==> src/rtl/cva6_soc_bus_arbiter_pkg.sv <==
// SoC peripheral bus types, address map and bus FSM state encoding.
package cva6_wrapper_pkg;

  localparam int unsigned NrSlaves = 4;

  typedef enum logic [1:0] {
    External = 2'd0,
    PLIC     = 2'd1,
    CLINT    = 2'd2,
    Debug    = 2'd3
  } axi_slaves_t;

  typedef enum logic [63:0] {
    DebugBase    = 64'h0000_0000,
    CLINTBase    = 64'h0200_0000,
    PLICBase     = 64'h0C00_0000,
    ExternalBase = 64'h1000_0000
  } soc_bus_start_t;

  localparam logic [63:0] DebugLength    = 64'h0000_1000;
  localparam logic [63:0] CLINTLength    = 64'h000C_0000;
  localparam logic [63:0] PLICLength     = 64'h0400_0000;
  localparam logic [63:0] ExternalLength = 64'h7000_0000;

  // Indexed by axi_slaves_t.
  localparam logic [63:0] Base [NrSlaves] = '{
    64'(ExternalBase), 64'(PLICBase), 64'(CLINTBase), 64'(DebugBase)
  };
  localparam logic [63:0] Length [NrSlaves] = '{
    ExternalLength, PLICLength, CLINTLength, DebugLength
  };

  typedef enum logic [2:0] {
    IDLE     = 3'd0,
    ISSUE    = 3'd1,
    WAIT_RSP = 3'd2,
    ERR      = 3'd3,
    RSP      = 3'd4
  } bus_state_e;

  // Subtract-then-compare form avoids overflow at the top of the address space.
  function automatic logic addr_hit(input logic [63:0] addr, input axi_slaves_t idx);
    return (addr >= Base[idx]) && ((addr - Base[idx]) < Length[idx]);
  endfunction

endpackage

==> src/rtl/cva6_soc_bus_arbiter_rr_arbiter.sv <==
// Round-robin grant selection; holds the index of the last granted requester.
module cva6_rr_arbiter #(
  parameter int unsigned NumReq = 2,
  parameter int unsigned IdxW   = (NumReq > 1) ? $clog2(NumReq) : 1
) (
  input  logic              i_clk,
  input  logic              i_rst,
  input  logic [NumReq-1:0] i_req,
  input  logic              i_update,
  output logic              o_gnt_valid,
  output logic [IdxW-1:0]   o_gnt_idx
);

  logic [IdxW-1:0] r_rr_last;
  logic [IdxW-1:0] w_cand;

  // Search from rr_last+1 upward; the descending loop lets the nearest requester win.
  always_comb begin
    o_gnt_valid = 1'b0;
    o_gnt_idx   = '0;
    w_cand      = '0;
    for (int off = int'(NumReq); off >= 1; off--) begin
      w_cand = IdxW'((int'(r_rr_last) + off) % int'(NumReq));
      if (i_req[w_cand]) begin
        o_gnt_valid = 1'b1;
        o_gnt_idx   = w_cand;
      end
    end
  end

  // Reset to the last requester so requester 0 wins first.
  always_ff @(posedge i_clk) begin
    if (i_rst) begin
      r_rr_last <= IdxW'(NumReq - 1);
    end else if (i_update) begin
      r_rr_last <= o_gnt_idx;
    end
  end

endmodule

==> src/rtl/cva6_soc_bus_arbiter.sv <==
// Single-outstanding SoC peripheral bus: arbitrates masters, decodes the
// target by address, forwards the request and routes the response back.
//
// state    | meaning
// ---------+--------------------------------------------------------------
// IDLE     | arbitrate; accept one request, latch it, decode the target
// ISSUE    | request presented to the selected target until it is ready
// WAIT_RSP | waiting for the target response, bounded by the timeout
// ERR      | unmapped address; forms an error response
// RSP      | response presented to the owning master until it is ready
module cva6_soc_bus_arbiter
  import cva6_wrapper_pkg::*;
#(
  parameter int unsigned NumMasters    = 2,
  parameter int unsigned NumTargets    = 4,
  parameter int unsigned AddrWidth     = 64,
  parameter int unsigned DataWidth     = 64,
  parameter int unsigned TimeoutCycles = 1024
) (
  input  logic                                  clk_i,
  input  logic                                  rst_i,
  input  logic [NumMasters-1:0]                 m_req_valid_i,
  output logic [NumMasters-1:0]                 m_req_ready_o,
  input  logic [NumMasters-1:0][AddrWidth-1:0]  m_req_addr_i,
  input  logic [NumMasters-1:0]                 m_req_we_i,
  input  logic [NumMasters-1:0][DataWidth-1:0]  m_req_wdata_i,
  input  logic [NumMasters-1:0][DataWidth/8-1:0] m_req_be_i,
  output logic [NumMasters-1:0]                 m_rsp_valid_o,
  input  logic [NumMasters-1:0]                 m_rsp_ready_i,
  output logic [DataWidth-1:0]                  m_rsp_rdata_o,
  output logic                                  m_rsp_err_o,
  output logic [NumTargets-1:0]                 t_req_valid_o,
  input  logic [NumTargets-1:0]                 t_req_ready_i,
  output logic [AddrWidth-1:0]                  t_req_addr_o,
  output logic                                  t_req_we_o,
  output logic [DataWidth-1:0]                  t_req_wdata_o,
  output logic [DataWidth/8-1:0]                t_req_be_o,
  input  logic [NumTargets-1:0]                 t_rsp_valid_i,
  input  logic [NumTargets-1:0][DataWidth-1:0]  t_rsp_rdata_i,
  input  logic [NumTargets-1:0]                 t_rsp_err_i
);

  localparam int unsigned MIdxW = (NumMasters > 1) ? $clog2(NumMasters) : 1;
  localparam int unsigned TIdxW = (NumTargets > 1) ? $clog2(NumTargets) : 1;
  localparam int unsigned CntW  = $clog2(TimeoutCycles);

  bus_state_e          r_state;
  logic [MIdxW-1:0]    r_owner;
  logic [TIdxW-1:0]    r_sel;
  logic [AddrWidth-1:0] r_addr;
  logic                r_we;
  logic [DataWidth-1:0] r_wdata;
  logic [DataWidth/8-1:0] r_be;
  logic [DataWidth-1:0] r_rdata;
  logic                r_err;
  logic [CntW-1:0]     r_tmo_cnt;

  logic                w_gnt_valid;
  logic [MIdxW-1:0]    w_gnt_idx;
  logic                w_accept;
  logic [AddrWidth-1:0] w_gnt_addr;
  logic                w_hit_any;
  logic [TIdxW-1:0]    w_hit_idx;

  cva6_rr_arbiter #(
    .NumReq (NumMasters),
    .IdxW   (MIdxW)
  ) u_rr_arbiter (
    .i_clk       (clk_i),
    .i_rst       (rst_i),
    .i_req       (m_req_valid_i),
    .i_update    (w_accept),
    .o_gnt_valid (w_gnt_valid),
    .o_gnt_idx   (w_gnt_idx)
  );

  assign w_accept   = (r_state == IDLE) && w_gnt_valid && !rst_i;
  assign w_gnt_addr = m_req_addr_i[w_gnt_idx];

  // Address decode of the granted request; the lowest matching target wins.
  always_comb begin
    w_hit_any = 1'b0;
    w_hit_idx = '0;
    for (int k = int'(NumTargets) - 1; k >= 0; k--) begin
      if (addr_hit(64'(w_gnt_addr), axi_slaves_t'(k))) begin
        w_hit_any = 1'b1;
        w_hit_idx = TIdxW'(k);
      end
    end
  end

  // Bus FSM, latched request/response fields and timeout down-counter.
  always_ff @(posedge clk_i) begin
    if (rst_i) begin
      r_state   <= IDLE;
      r_owner   <= '0;
      r_sel     <= '0;
      r_addr    <= '0;
      r_we      <= 1'b0;
      r_wdata   <= '0;
      r_be      <= '0;
      r_rdata   <= '0;
      r_err     <= 1'b0;
      r_tmo_cnt <= '0;
    end else begin
      case (r_state)
        IDLE: begin
          if (w_gnt_valid) begin
            r_owner <= w_gnt_idx;
            r_addr  <= w_gnt_addr;
            r_we    <= m_req_we_i[w_gnt_idx];
            r_wdata <= m_req_wdata_i[w_gnt_idx];
            r_be    <= m_req_be_i[w_gnt_idx];
            r_sel   <= w_hit_idx;
            r_state <= w_hit_any ? ISSUE : ERR;
          end
        end
        ISSUE: begin
          if (t_req_ready_i[r_sel]) begin
            r_tmo_cnt <= CntW'(TimeoutCycles - 1);
            r_state   <= WAIT_RSP;
          end
        end
        WAIT_RSP: begin
          if (t_rsp_valid_i[r_sel]) begin
            r_rdata <= t_rsp_rdata_i[r_sel];
            r_err   <= t_rsp_err_i[r_sel];
            r_state <= RSP;
          end else if (r_tmo_cnt == '0) begin
            r_rdata <= '0;
            r_err   <= 1'b1;
            r_state <= RSP;
          end else begin
            r_tmo_cnt <= r_tmo_cnt - 1'b1;
          end
        end
        ERR: begin
          r_rdata <= '0;
          r_err   <= 1'b1;
          r_state <= RSP;
        end
        RSP: begin
          if (m_rsp_ready_i[r_owner]) begin
            r_state <= IDLE;
          end
        end
        default: r_state <= IDLE;
      endcase
    end
  end

  // One-hot handshake outputs decoded from the state and latched indices.
  always_comb begin
    m_req_ready_o = '0;
    t_req_valid_o = '0;
    m_rsp_valid_o = '0;
    if (w_accept) begin
      m_req_ready_o[w_gnt_idx] = 1'b1;
    end
    if (r_state == ISSUE) begin
      t_req_valid_o[r_sel] = 1'b1;
    end
    if (r_state == RSP) begin
      m_rsp_valid_o[r_owner] = 1'b1;
    end
  end

  assign t_req_addr_o  = r_addr;
  assign t_req_we_o    = r_we;
  assign t_req_wdata_o = r_wdata;
  assign t_req_be_o    = r_be;
  assign m_rsp_rdata_o = r_rdata;
  assign m_rsp_err_o   = (r_state == RSP) && r_err;

endmodule
==> config.mk <==
export PLATFORM = sky130hd
export DESIGN_NAME = cva6_soc_bus_arbiter
export DESIGN_NICKNAME = d
export VERILOG_FILES = /design/src/rtl/cva6_soc_bus_arbiter_pkg.sv /design/src/rtl/cva6_soc_bus_arbiter_rr_arbiter.sv /design/src/rtl/cva6_soc_bus_arbiter.sv
export SDC_FILE = /design/constraint.sdc
export NUM_CORES = 1
export LEC_CHECK = 0
export ABC_AREA = 1
export BUFFER_PORTS_ARGS = -buffer_cell sky130_fd_sc_hd__clkbuf_2
export CAP_MARGIN = 10
export CORE_AREA = 2 2 291 293
export CTS_BUF_LIST = sky130_fd_sc_hd__clkbuf_8
export CTS_CLUSTER_DIAMETER = 80
export DETAILED_ROUTE_END_ITERATION = 8
export DIE_AREA = 0 0 293 295
export PLACE_DENSITY = 0.4
export SLEW_MARGIN = 5
export SYNTH_ARGS = -nofsm -noshare
export SYNTH_HDL_FRONTEND = slang
export SYNTH_SLANG_ARGS = --single-unit
export TNS_END_PERCENT = 5
==> constraint.sdc <==
create_clock -name clk_i -period 2.5 [get_ports clk_i]
set_input_delay 0.5 -clock clk_i [delete_from_list [all_inputs] [get_ports clk_i]]
set_output_delay 0.5 -clock clk_i [all_outputs]
set_load 0.05 [all_outputs]
Word-level counts from Yosys, hierarchy flattened:

Cells that the tools add are included.

* register bits: 219
* output and inout port bits: 210

* $add $sub $neg: 6
* $lt $le $gt $ge: 16
* equality and inequality tests: 10
* multiplexer cells: 60
* reductions and logical operators: 19

Operators by type and width (number)
* 2-to-1 mux 64 bit: 7
* binary-select mux 64 bit (select 2 bit): 1
* one-hot mux 64 bit (2 select lines): 1
* greater-or-equal comparator 64 x 1 -> 1 bit (second input constant): 1
* greater-or-equal comparator 64 x 26 -> 1 bit (second input constant): 1
* greater-or-equal comparator 64 x 28 -> 1 bit (second input constant): 1
* greater-or-equal comparator 64 x 29 -> 1 bit (second input constant): 1
* less-than comparator 64 x 13 -> 1 bit (second input constant): 1
* less-than comparator 64 x 20 -> 1 bit (second input constant): 1
* less-than comparator 64 x 27 -> 1 bit (second input constant): 1
* less-than comparator 64 x 31 -> 1 bit (second input constant): 1
* subtractor 64 x 26 -> 64 bit (second input constant): 1
* subtractor 64 x 28 -> 64 bit (second input constant): 1
* subtractor 64 x 29 -> 64 bit (second input constant): 1
* 2-to-1 mux 10 bit: 3
* 2-to-1 mux 1 bit: 24
* one-hot mux 10 bit (2 select lines): 1
* 2-to-1 mux 8 bit: 2
* 2-to-1 mux 3 bit: 5
* one-hot mux 3 bit (5 select lines): 1
* 2-to-1 mux 2 bit: 7
* logical AND 1 bit: 10
* logical NOT 10 bit: 1
* != test 2 bit (second input constant): 5
* other kinds (20): 32

Depth between registers and ports, before layout:

* depth after elaboration: 16
* gate-level depth with buffers: 25
* depth with buffers taken out: 24

Cells and area by module:

Synthesis repeated with hierarchy kept, for this count alone.

* cell total of the unflattened synthesis: 2230
* area, all modules: 13601.8 um^2

By module, submodules not included
* cva6_soc_bus_arbiter: instances 1, cells each 2222, area each 13546.7 um^2, sequential area each 4364.2 um^2
* cva6_rr_arbiter: instances 1, cells each 8, area each 55.1 um^2, sequential area each 20.0 um^2

Worst setup path before layout:

Ideal clock, no wire load.

* path kind: input port to output port
* start point: input port m_req_valid_i[1]
* end point: output port m_req_ready_o[1]
* arrival time: 2.295 ns
* required time: 2.000 ns
* path slack: -0.295 ns
* stages: 9
* buffers on the path: 3
* cells stage by stage: buf_2 -> nor2_1 -> inv_1 -> nand2_1 -> nor2_1 -> inv_1 -> nor2_1 -> buf_2 -> buf_1

* longest elaborated chain between the ends: 9
* elaborated cells on any way between the ends: 16

Ends and longest elaborated chain
* from (decl): RTL line cva6_soc_bus_arbiter.sv:22 `input logic [NumMasters-1:0] m_req_valid_i,`
* 2-to-1 mux 1 bit (implied by the code) (2 in a row): RTL line cva6_soc_bus_arbiter_rr_arbiter.sv:24 `if (i_req[w_cand]) begin`
* 2-to-1 mux 1 bit (2 in a row): RTL line cva6_soc_bus_arbiter_rr_arbiter.sv:24
* less-than comparator 1 x 2 -> 1 bit (implied by the code) or greater-or-equal comparator 1 bit (tied branches): RTL line cva6_soc_bus_arbiter.sv:158 `m_req_ready_o[w_gnt_idx] = 1'b1;`
* logical AND 1 bit (implied by the code): RTL line cva6_soc_bus_arbiter.sv:158
* 2-to-1 mux 1 bit (implied by the code): RTL line cva6_soc_bus_arbiter.sv:158
* demux 1 bit (select 1 bit): RTL line cva6_soc_bus_arbiter.sv:158
* 2-to-1 mux 2 bit *: RTL line cva6_soc_bus_arbiter.sv:157 `if (w_accept) begin`
* to (decl): RTL line cva6_soc_bus_arbiter.sv:23 `output logic [NumMasters-1:0] m_req_ready_o,`

Every way passes the cells marked *; elsewhere a longest branch is shown, timed or not. The select of a mux whose other input is x is not followed.

Worst setup path in the final report:

* start point: register u_rr_arbiter.r_rr_last
* end point: register r_state[1]

* longest elaborated chain between the ends: 16
* elaborated cells on any way between the ends: 36

Ends and longest elaborated chain
* from (decl): RTL line cva6_soc_bus_arbiter_rr_arbiter.sv:14 `logic [IdxW-1:0] r_rr_last;`
* from (signal assigned): RTL line cva6_soc_bus_arbiter_rr_arbiter.sv:34 `r_rr_last <= IdxW'(NumReq - 1);`
* from (signal assigned): RTL line cva6_soc_bus_arbiter_rr_arbiter.sv:36 `r_rr_last <= o_gnt_idx;`
* adder 1 bit: RTL line cva6_soc_bus_arbiter_rr_arbiter.sv:23 `w_cand = IdxW'((int'(r_rr_last) + off) % int'(NumReq));`
* 2-to-1 mux 1 bit (implied by the code) (2 in a row): RTL line cva6_soc_bus_arbiter_rr_arbiter.sv:24
* 2-to-1 mux 1 bit (2 in a row): RTL line cva6_soc_bus_arbiter_rr_arbiter.sv:24
* 2-to-1 mux 64 bit (implied by the code) (2 in a row): RTL line cva6_soc_bus_arbiter.sv:78 `assign w_gnt_addr = m_req_addr_i[w_gnt_idx];`
* subtractor 64 x 26 -> 64 bit (tied with other cells): RTL line cva6_soc_bus_arbiter_pkg.sv:43 `return (addr >= Base[idx]) && ((addr - Base[idx]) < Length[idx]);`
* less-than comparator 64 x 20 -> 1 bit or logical AND 1 bit (tied branches): RTL line cva6_soc_bus_arbiter_pkg.sv:43
* logical AND 1 bit or 2-to-1 mux 1 bit (tied branches): RTL line cva6_soc_bus_arbiter_pkg.sv:43, cva6_soc_bus_arbiter.sv:85
* 2-to-1 mux 1 bit (3 in a row): RTL line cva6_soc_bus_arbiter.sv:85 `if (addr_hit(64'(w_gnt_addr), axi_slaves_t'(k))) begin`
* 2-to-1 mux 2 bit: RTL line cva6_soc_bus_arbiter.sv:115 `r_state <= w_hit_any ? ISSUE : ERR;`
* 2-to-1 mux 3 bit: RTL line cva6_soc_bus_arbiter.sv:108 `if (w_gnt_valid) begin`
* one-hot mux 3 bit (5 select lines): RTL line cva6_soc_bus_arbiter.sv:106 `case (r_state)`
* to (signal assigned): RTL line cva6_soc_bus_arbiter.sv:115
* to (decl): RTL line cva6_soc_bus_arbiter.sv:47 `bus_state_e r_state;`

Parallel ways exist; a longest one is shown, timed or not. The select of a mux whose other input is x is not followed.
A chain may end at the register's enable or synchronous reset.

==> impl_metrics.toml <==
[worst_setup_path]
path_max_fanout = 7
cp.arrival_ns = 3.33
cp_cell_sequence = "nand2_8 > buf_12 > buf_4 > nand3b_1 > nand2_2 > nand2_2 > buf_4 > nor2_4 > nand2_4 > nor2_4 > buf_6 > nand3_1 > nand2_1 > nand2_2 > nor2_4 > nand2_1 > nor2_1 > nand2_1 > nand2_1 > nor2_1 > nand2_1 > nand2_1 > nand2_1 > a21oi_2"
reg2reg_depth = 24
slowest_stage = "dfxtp_4"
cp.required_ns = 2.99
cp-end-kind = "flop"
crit_family = "simple AND/OR/NAND/NOR gates"
r2r-end = "r_state[1]"
reg2reg_from = "u_rr_arbiter.r_rr_last"
cpMostUsedCell = "nand2_1"
critPathBufInv = 4
slowest_delay_ns = 0.36
crit_type = "reg -> reg"
r2r_slack_ns = -0.33
start_kind = "flop"

[worst_hold_path]
min_path_cells = 3
min_from = "m_req_wdata_i[101]"
min_path_type = "in -> reg"
hold_end = "t_req_wdata_o[37]"

[timing]
setup_slack_ns = -0.3349
relSlewSlack_pct = 56.01
finalHoldViolCount = 0
drv_slew = 0
rsz0062_at_grt = "true"
clock_skew_ns = 0.01837
fmaxAchievable_mhz = 352.7
finalCritPeriodShare_pct = 113.4
finalCriticalPeriod_ns = 2.835
setup_violations = 6
fin_hold_ws_ns = 0.06892
tightestPinTransition_ns = 0.6598

[routing]
drt-total-wl_um = 86090
ant_nets = 0
drt_iter0_drc = 940
vias_per_cell = 4.221
firstDrtPassIters = 7
drt-wirelength-per-cell_um = 20.12
drc_errors = 0
vias = 18056

[logic_synthesis]
ys_seq_area_share_pct = 33.37
synth_edf_count = 0
synth_area_per_cell_um2 = 6.148
ys_types = 40
ys_seq_elements = 219
ys_top_cells_by_area = "dfxtp_1, nand2_1, nor2_1"
synth_largest_area_cell = "dfxtp_1"
synth_nets = 2687
syn_area_um2 = 13140
synthFlopType = "dfxtp_1"
netlist_instances = 2137
ys_async_sr_fraction_pct = 0
synth-warning-count = 0
synth_top_area_share_pct = 33.37

[grt]
overflow = 0
grt_max_degree = 66
grt_pass1_wl_um = 120900
track_usage_pct = 18.99
antenna_found_initial = 10
grt_pass1_vias = 18196

[die]
fp.dieW_um = 293
die_area_um2 = 86440
core_area_um2 = 83160
die_y_um = 295
rows = 106
start_util_pct = 15.80
io_pins = 758

[power]
swShare_pct = 50.18
power_density_nw_per_um2 = 923.5
power_frac_comb_pct = 53.4
p_sw_w = 0.01040
clockPowerShare_pct = 20.9
p_leak_nw = 11.41
internal-power_w = 0.01032
seq_power_share_pct = 25.7
vdd_drop_max_mv = 0.4802

[placed_design]
post-place-ws_ns = -1.014
gp_congestion = 0.9218
dp_hpwl_um = 71100
portBuffers = 757

[run_status]
violations = "setup timing"
run_status = "finished with violations"

[clock_tree]
clk_pin_slew_worst_paths_ns = 0.06
clock-root-buffer = "clkbuf_8"
clk_path_buf_depth = 3
htreeDepth = 2
cts_tree = "built"
cts_inserted_buffers = 49
clock_latency_ns = 0.64
clock-sinks = 219

[job]
cap_violations = 0

[layout]
drive_above_1_share_pct = 42.22
syn_to_final_growth_pct = 70.76
final_nets = 3705
## per-layer routing
| layer | track usage (%) | up-vias | share of wire [%] |
|---|---|---|---|
| met1 | 21.96 | 8264 | 40 |
| met2 | 34.19 | 615 | 50 |
| met4 | 4.903 | 16 | 2.5 |
| li1 | - | 9027 | - |
| met5 | 0 | - | 0.12 |
| met3 | 5.375 | 134 | 7.0 |
## registers in the layout, indices dropped and copies added, names as in the netlist
register                count
m_rsp_rdata_o              64
r_err                       1
r_owner                     1
r_sel                       2
r_state                     3
r_tmo_cnt                  10
t_req_addr_o               64
t_req_be_o                  8
t_req_wdata_o              64
t_req_we_o                  1
u_rr_arbiter.r_rr_last      1
## logic make-up (layout without fill, tap and decap cells)
group | Yosys count | after routing | share of synthesized area (%)
other cells | 0 | 3 | 0
flops | 219 | 219 | 33.37
xor+xnor | 7 | 7 | 0.4667
mux | 19 | 19 | 1.448
buf+inv | 235 | 1293 | 7.619
compound gates | 310 | 310 | 14.47
simple gates | 1345 | 1345 | 42.44
fa+ha+maj | 2 | 2 | 0.1904
## layout by cell type (no fill, tap or decap), types with 7 or more instances in the layout
cell type      instances
buf_6                 13
mux2i_1               16
inv_1                120
nand3_1              161
dlygate4sd3_1         14
a31oi_1               53
nand3b_1              29
a22oi_1               90
buf_4                274
o21ai_1               18
clkbuf_2             749
nand2_2               68
a22o_1                 7
inv_2                 10
nor2_2                40
a21oi_1               15
nor2_1               202
clkbuf_8              64
o21ai_0              113
dfxtp_1              216
nand2_4               11
nor2_4                44
nand2_1              762
buf_12                25
## worst max-delay path by stage
stage,startpoint,endpoint,slack [ns],depth (start not counted)
floorplan,m_req_valid_i[1],m_req_ready_o[0],0.003,9
global placement,m_req_valid_i[0],r_state[1],-1.07,25
detailed placement,m_req_valid_i[0],r_state[1],-1.01,24
CTS,u_rr_arbiter.r_rr_last,r_state[1],-0.33,24
global route,u_rr_arbiter.r_rr_last,r_state[1],-0.56,21
finish,u_rr_arbiter.r_rr_last,r_state[1],-0.33,24
## worst register-to-register path, delay by kind of cell, from the launching register on
| family | cells | cell delay, ns |
|---|---|---|
| flip-flops | 1 | 0.36 |
| buffers and inverters | 4 | 0.56 |
| AO/OA/AOI/OAI | 1 | 0.05 |
| AND/OR/NAND/NOR | 19 | 1.74 |
## cell usage after synthesis (2+ instances only)
cell type / n
nor2_2: 20
dfxtp_1: 219
o21ai_0: 113
clkbuf_1: 74
a31oi_1: 54
o21ai_1: 21
buf_2: 14
xor2_1: 6
a21oi_1: 17
ha_1: 2
nand2_2: 17
a22oi_1: 90
inv_2: 7
buf_1: 14
mux2i_1: 19
nor2_4: 8
inv_1: 110
o22ai_1: 2
buf_4: 3
nand3_1: 165
nand2_1: 827
nor3_1: 9
nand4_1: 6
nand3b_1: 29
buf_6: 12
a221oi_1: 2
nor2_1: 258
a22o_1: 7
## per-stage QoR
stage,instances,setup TNS (ns),total power [W],area [µm²],util (%)
floorplan,2137,0,0.01168,13140,-
global placement,4138,-3.280,0.01612,20130,24.21
detailed placement,4138,-3.004,0.01609,20130,24.21
CTS,4267,-1.470,0.02096,22090,26.56
finish,4278,-0.9648,0.02072,22430,26.98
global route,4276,-2.221,0.02200,22430,26.97
## timing repair
item / 4_1_cts / 5_1_grt
gates cloned: 3 / 1
hold endpoints to repair: 14 / 0
hold buffers: 14 / 0
gates resized for setup: 153 / 72
pin swaps: 54 / 38
setup buffers: 21 / 7
endpoints found under the setup margin: 38 / 65
## final cells by class
class	count	area, µm²
Fill cell	9442	60720
Multi-Input combinational cell	1683	8432
Antenna cell	3	7.507
Clock inverter	28	166.4
Timing Repair Buffer	1084	6764
Clock buffer	63	867.1
Inverter	118	455.4
Sequential cell	219	4390
Tap cell	1080	1351
## power groups by stage
stage / clock [W] / sequential (W) / combinational (W)
6_report: 0.00433 / 0.00532 / 0.0111
4_1_cts: 0.00453 / 0.00532 / 0.0111
3_5_place_dp: 0 / 0.00536 / 0.0107
5_1_grt: 0.00472 / 0.00544 / 0.0118
3_3_place_gp: 0 / 0.00534 / 0.0108
2_1_floorplan: 0 / 0.00864 / 0.00304
No activity file was read; power rests on OpenSTA's default activity.
